**src/rtl/screen_scanner_if.sv**
```systemverilog
//==============================================================================
// Module      : screen_scanner_if
// Description : Memory read port and pixel stream bundle for screen_scanner.
// Revision    : 1.0
//==============================================================================
`default_nettype none

interface screen_scanner_if;
  logic        enable;
  logic [14:0] mem_addr;
  logic [15:0] mem_data;
  logic        pixel;
  logic        pixel_valid;
  logic        pixel_ready;
  logic        line_start;
  logic        frame_start;
  logic        frame_done;

  modport master (
    input  enable, mem_data, pixel_ready,
    output mem_addr, pixel, pixel_valid, line_start, frame_start, frame_done
  );

  modport slave (
    output enable, mem_data, pixel_ready,
    input  mem_addr, pixel, pixel_valid, line_start, frame_start, frame_done
  );
endinterface

`default_nettype wire

```
**src/rtl/screen_scanner.sv**
```systemverilog
//==============================================================================
// Module      : screen_scanner
// Description : Walks the Hack screen map and serializes it into a pixel stream.
// Revision    : 1.0
//==============================================================================
`default_nettype none

module screen_scanner #(
  parameter logic [14:0] BASE          = 15'h4000,
  parameter int          WORDS_PER_ROW = 32,
  parameter int          ROWS          = 256
) (
  input  wire logic         clk,
  input  wire logic         reset,
  screen_scanner_if.master  bus
);

  localparam logic [4:0]  c_last_col = 5'(WORDS_PER_ROW - 1);
  localparam logic [7:0]  c_last_row = 8'(ROWS - 1);
  localparam logic [14:0] c_row_pitch = 15'(WORDS_PER_ROW);

  typedef enum logic [1:0] {
    S_IDLE  = 2'd0,
    S_FETCH = 2'd1,
    S_SHIFT = 2'd2
  } state_t;

  state_t      r_state;
  logic [7:0]  r_row;
  logic [4:0]  r_col;
  logic [3:0]  r_bit;
  logic [15:0] r_shreg;
  logic [14:0] r_mem_addr;
  logic        r_valid;
  logic        r_line_start;
  logic        r_frame_start;
  logic        r_frame_done;

  logic        w_accept;
  logic        w_last_col;
  logic        w_last_word;
  logic [4:0]  w_next_col;
  logic [7:0]  w_next_row;
  logic [14:0] w_next_addr;

  // r_valid is only ever set in SHIFT, so ready outside SHIFT is ignored
  assign w_accept    = r_valid & bus.pixel_ready;
  assign w_last_col  = (r_col == c_last_col);
  assign w_last_word = w_last_col && (r_row == c_last_row);
  assign w_next_col  = w_last_col ? 5'd0 : r_col + 5'd1;
  assign w_next_row  = w_last_col ? r_row + 8'd1 : r_row;
  assign w_next_addr = BASE + 15'(w_next_row) * c_row_pitch + 15'(w_next_col);

  always_ff @(posedge clk or posedge reset) begin
    if (reset) begin
      r_state       <= S_IDLE;
      r_row         <= 8'd0;
      r_col         <= 5'd0;
      r_bit         <= 4'd0;
      r_shreg       <= 16'd0;
      r_mem_addr    <= BASE;
      r_valid       <= 1'b0;
      r_line_start  <= 1'b0;
      r_frame_start <= 1'b0;
      r_frame_done  <= 1'b0;
    end else begin
      r_frame_done <= 1'b0;
      case (r_state)
        S_IDLE: begin
          if (bus.enable) begin
            r_row      <= 8'd0;
            r_col      <= 5'd0;
            r_mem_addr <= BASE;
            r_state    <= S_FETCH;
          end
        end
        S_FETCH: begin
          r_shreg       <= bus.mem_data;
          r_bit         <= 4'd0;
          r_valid       <= 1'b1;
          r_line_start  <= (r_col == 5'd0);
          r_frame_start <= (r_col == 5'd0) && (r_row == 8'd0);
          r_state       <= S_SHIFT;
        end
        S_SHIFT: begin
          if (w_accept) begin
            r_shreg       <= {1'b0, r_shreg[15:1]};
            r_bit         <= r_bit + 4'd1;
            r_line_start  <= 1'b0;
            r_frame_start <= 1'b0;
            if (r_bit == 4'hF) begin
              r_valid <= 1'b0;
              if (w_last_word) begin
                // enable is only looked at here, so a frame always completes
                r_row        <= 8'd0;
                r_col        <= 5'd0;
                r_frame_done <= 1'b1;
                if (bus.enable) begin
                  r_mem_addr <= BASE;
                  r_state    <= S_FETCH;
                end else begin
                  r_state    <= S_IDLE;
                end
              end else begin
                r_row      <= w_next_row;
                r_col      <= w_next_col;
                r_mem_addr <= w_next_addr;
                r_state    <= S_FETCH;
              end
            end
          end
        end
        default: r_state <= S_IDLE;
      endcase
    end
  end

  assign bus.mem_addr    = r_mem_addr;
  assign bus.pixel       = r_shreg[0];
  assign bus.pixel_valid = r_valid;
  assign bus.line_start  = r_line_start;
  assign bus.frame_start = r_frame_start;
  assign bus.frame_done  = r_frame_done;

endmodule

`default_nettype wire

```
**src/flat_wrapper.sv**
```systemverilog
// flat-port wrapper written by rule: the top's interface ports become plain ports
module screen_scanner_flat 
#(
  parameter logic [14:0] BASE          = 15'h4000,
  parameter int          WORDS_PER_ROW = 32,
  parameter int          ROWS          = 256
)
  (clk, reset, bus_enable, bus_mem_data, bus_pixel_ready, bus_mem_addr, bus_pixel, bus_pixel_valid, bus_line_start, bus_frame_start, bus_frame_done);
  screen_scanner_if bus_i ();
  input  wire logic clk;
  input  wire logic reset;
  input wire logic [$bits(bus_i.enable)-1:0] bus_enable;
  input wire logic [$bits(bus_i.mem_data)-1:0] bus_mem_data;
  input wire logic [$bits(bus_i.pixel_ready)-1:0] bus_pixel_ready;
  output wire logic [$bits(bus_i.mem_addr)-1:0] bus_mem_addr;
  output wire logic [$bits(bus_i.pixel)-1:0] bus_pixel;
  output wire logic [$bits(bus_i.pixel_valid)-1:0] bus_pixel_valid;
  output wire logic [$bits(bus_i.line_start)-1:0] bus_line_start;
  output wire logic [$bits(bus_i.frame_start)-1:0] bus_frame_start;
  output wire logic [$bits(bus_i.frame_done)-1:0] bus_frame_done;
  assign bus_i.enable = bus_enable;
  assign bus_i.mem_data = bus_mem_data;
  assign bus_i.pixel_ready = bus_pixel_ready;
  assign bus_mem_addr = bus_i.mem_addr;
  assign bus_pixel = bus_i.pixel;
  assign bus_pixel_valid = bus_i.pixel_valid;
  assign bus_line_start = bus_i.line_start;
  assign bus_frame_start = bus_i.frame_start;
  assign bus_frame_done = bus_i.frame_done;
  screen_scanner #(.BASE(BASE), .WORDS_PER_ROW(WORDS_PER_ROW), .ROWS(ROWS)) u_core (.clk(clk), .reset(reset), .bus(bus_i));
endmodule
```
**config.mk**
```make
export PLATFORM = sky130hd
export DESIGN_NAME = screen_scanner_flat
export DESIGN_NICKNAME = d
export VERILOG_FILES = /design/src/rtl/screen_scanner_if.sv /design/src/rtl/screen_scanner.sv /design/src/flat_wrapper.sv
export SDC_FILE = /design/constraint.sdc
export NUM_CORES = 1
export LEC_CHECK = 0
export CORE_MARGIN = 2
export CORE_UTILIZATION = 25
export DETAILED_ROUTE_END_ITERATION = 7
export GPL_ROUTABILITY_DRIVEN = 0
export PLACE_DENSITY = 0.4
export REMOVE_ABC_BUFFERS = 1
export SETUP_SLACK_MARGIN = 0.15
export SYNTH_ARGS = -nofsm -noshare
export SYNTH_HDL_FRONTEND = slang
export SYNTH_SLANG_ARGS = --single-unit
```
**constraint.sdc**
```tcl
create_clock -name clk -period 3.7 [get_ports clk]
set_input_delay 0.37 -clock clk [delete_from_list [all_inputs] [get_ports clk]]
set_output_delay 0.37 -clock clk [all_outputs]
set_load 0.02 [all_outputs]
```
==> run_results.csv <==
group,metric,value,unit
setup_path,arrival,2980,ps
cts,cts_buffers,5,
final_layout,register_area,0.00135,mm2
setup_path,crit_fanout,15,
worst_hold_path,min_path_type,"flip-flop to flip-flop",
synthesis,yosys.cell_types.count,42,
final_layout,drive_gt1_share,8.33,%
synthesis,synth_area_leaders,"dfrtp_1 (49%), mux2i_1 (6.2%), o21ai_0 (5.1%)",
detailed_routing,wl,6.09,mm
pwr,pwr-share-comb,40.4,%
floorplan,start_util,25.4,%
outcome,status,"completed",
job,maxCapViolations,0,
synthesis,ys_warn_count,0,
final_layout,syn_to_final_growth,22.6,%
timing,relSlewSlack,43.6,%
cts,cts_tree,"built",
synthesis,synth_top_area_share,48.6,%
synthesis,synth_edf_count,0,
synthesis,seq_area_frac_synth,49.6,%
floorplan,coreArea,0.0107,mm2
timing,period_minus_slack,2730,ps
global_routing,grt_pass1_vias,2087,
cts,clk_latency,310,ps
cts,htree_levels,2,
floorplan,core.rowCount,38,
timing,worstMarginPinSlew,845,ps
synthesis,yosysMostFrequentCell,"dfrtp_1",
detailed_routing,drt_iter0_drc,48,
global_routing,grt_max_degree,39,
global_routing,grt_pass1_wl,10.5,mm
synthesis,syn_area,0.00273,mm2
cts,clk_root_buffer_cell,"clkbuf_8",
floorplan,pin_count,40,
setup_path,worstSetupStartpointType,"flip-flop",
timing,fin_setup_tns,0,ps
final_layout,stdcell_area,0.00334,mm2
setup_path,worst_setup_path_end_kind,"flip-flop",
cts,postCtsHoldBufs,0,
detailed_routing,avgRoutedWirePerCell,13.8,um
global_routing,grtUsageTotal,11.5,%
timing,rsz0062_at_grt,"no",
synthesis,syn_inst,261,
pwr,p_leak,1.43,nW
timing,period_share,73.9,%
cts,cts-resized-gates,0,
pwr,vdd_drop_max,0.000187,V
timing,finClkSkew,5.02,ps
final_layout,fill_cells,1148,
cts,clk_pin_slew,100,ps
synthesis,synth_common_cells,"dfrtp_1 (53), nand2_1 (33), o21ai_0 (28), mux2i_1 (17), a22o_1 (11)",
setup_path,crit_type,"flip-flop to flip-flop",
global_routing,antenna_found_initial,0,
detailed_routing,drc,0,
pwr,p_total,1.87,mW
final_layout,multi_input_area,0.00127,mm2
cts,cts.path.max_buffers,2,
floorplan,die_w,108,um
place,dp_hpwl,4.42,mm
final_layout,nets,329,
detailed_routing,dr.pass1.iters,4,
pwr,switching_share,38.4,%
floorplan,die_h,108,um
synthesis,async_flop_share,100,%
synthesis,ys_dominant_reg_cell,"dfrtp_1",
timing,finalSetupViolCount,0,
synthesis,ys_ff_latch,54,
global_routing,overflow,0,
pwr,p_int,1.15,mW
place,placed_area,0.00326,mm2
synthesis,syn_avg_cell_area,10.5,um2
pwr,powerDensity,560,mW/mm2
cts,cts_sinks,54,
detailed_routing,num_vias,2011,
pwr,seqPwrFrac,41.7,%
timing,final_hold_viol_count,0,
timing,clock.fmax,366,MHz
pwr,switchingPower,720,uW
detailed_routing,ant_nets,0,
floorplan,dieArea,0.0118,mm2
detailed_routing,via_per_inst,4.57,
final_layout,n_antenna_cell,0,
place,io_buffers,39,
setup_path,worstPathRequired,3950,ps
cts,postCtsSetupRepairBufs,0,
timing,drv_slew,0,
pwr,power_frac_clock,17.9,%
synthesis,synth_top_area_cell,"dfrtp_1",
flip-flops by register name (all words and copies together) (netlist names):
| signal | cells |
|---|---|
| u_core.bus.frame_done | 1 |
| u_core.bus.frame_start | 1 |
| u_core.bus.line_start | 1 |
| u_core.bus.mem_addr | 15 |
| u_core.bus.pixel_valid | 1 |
| u_core.r_bit | 4 |
| u_core.r_col | 5 |
| u_core.r_row | 8 |
| u_core.r_shreg | 16 |
| u_core.r_state | 2 |
power groups by stage:
stage                     Combinational [mW]  Clock (mW)  Sequential (mW)
final                                  0.757       0.336            0.781
after floorplan                        0.519           0            0.798
after global routing                   0.871       0.383            0.801
after CTS                              0.777       0.362            0.783
after detailed placement               0.776           0            0.794
after global placement                 0.774           0            0.790
worst paths after layout:
path | startpoint | end | slack, ps | cells after the start
min | u_core.r_shreg[9] | u_core.r_shreg[9] | 490 | 2
min in group asynchronous | reset | u_core.r_shreg[12] | 550 | 2
min reg2reg | u_core.r_shreg[9] | u_core.r_shreg[9] | 490 | 2
max in group asynchronous | reset | u_core.bus.mem_addr[14] | 2350 | 3
max reg2reg | u_core.r_col[0] | u_core.bus.mem_addr[1] | 970 | 7
max | u_core.r_col[0] | u_core.bus.mem_addr[1] | 970 | 7
final cells by class:
class / count / area share [%]
Clock buffer: 6 / 2.17
Timing Repair Buffer: 43 / 12.6
Sequential cell: 54 / 40.5
Clock inverter: 2 / 0.412
Multi-Input combinational cell: 186 / 38.1
Tap cell: 140 / 5.24
Inverter: 9 / 1.01
metal layers:
metal | wire length (um) | vias to the layer above | global-route usage (%)
met4 | 78 | 0 | 4.21
met2 | 2820 | 35 | 18.5
met1 | 3030 | 962 | 15.5
li1 | - | 1010 | -
met3 | 166 | 4 | 1.93
met5 | 0 | - | 0
kinds of logic (layout without fill, tap and decap cells):
family | after synthesis | in the layout | synth area share (%)
compound gates | 67 | 67 | 17.6
xor+xnor | 9 | 9 | 2.89
fa+ha+maj | 10 | 10 | 4.59
buf+inv | 21 | 60 | 3.67
flops | 54 | 54 | 49.6
mux | 20 | 20 | 7.48
simple gates | 80 | 80 | 14.2
per-stage QoR:
step	utilization [%]	cells	setup slack [ps]	hold slack (ps)
final	31.1	440	967	489
after CTS	31.1	440	922	497
after global routing	31.1	440	721	521
after global placement	30.3	432	1030	462
after floorplan	-	249	1140	450
after detailed placement	30.3	432	969	471
layout by cell type (no fill, tap or decap), types with 4 or more instances in the layout:
| cell type | n |
|---|---|
| inv_1 | 8 |
| nand2b_1 | 6 |
| o2bb2ai_1 | 7 |
| ha_1 | 10 |
| o21ai_0 | 28 |
| nand3_1 | 9 |
| nand2_1 | 33 |
| dfrtp_1 | 53 |
| buf_4 | 4 |
| a22o_1 | 11 |
| nor2_1 | 10 |
| xor2_1 | 6 |
| mux2i_1 | 17 |
| clkdlybuf4s50_1 | 39 |
| nor3_1 | 4 |
| clkbuf_8 | 5 |
critical path: stages, from the launching register on:
cell	delay, ps
dfrtp_1	420
ha_1	240
and3_1	180
ha_1	360
nand2_1	240
or3_1	560
a21oi_4	470
a22o_1	220
Power figures use the tool's default switching activity.
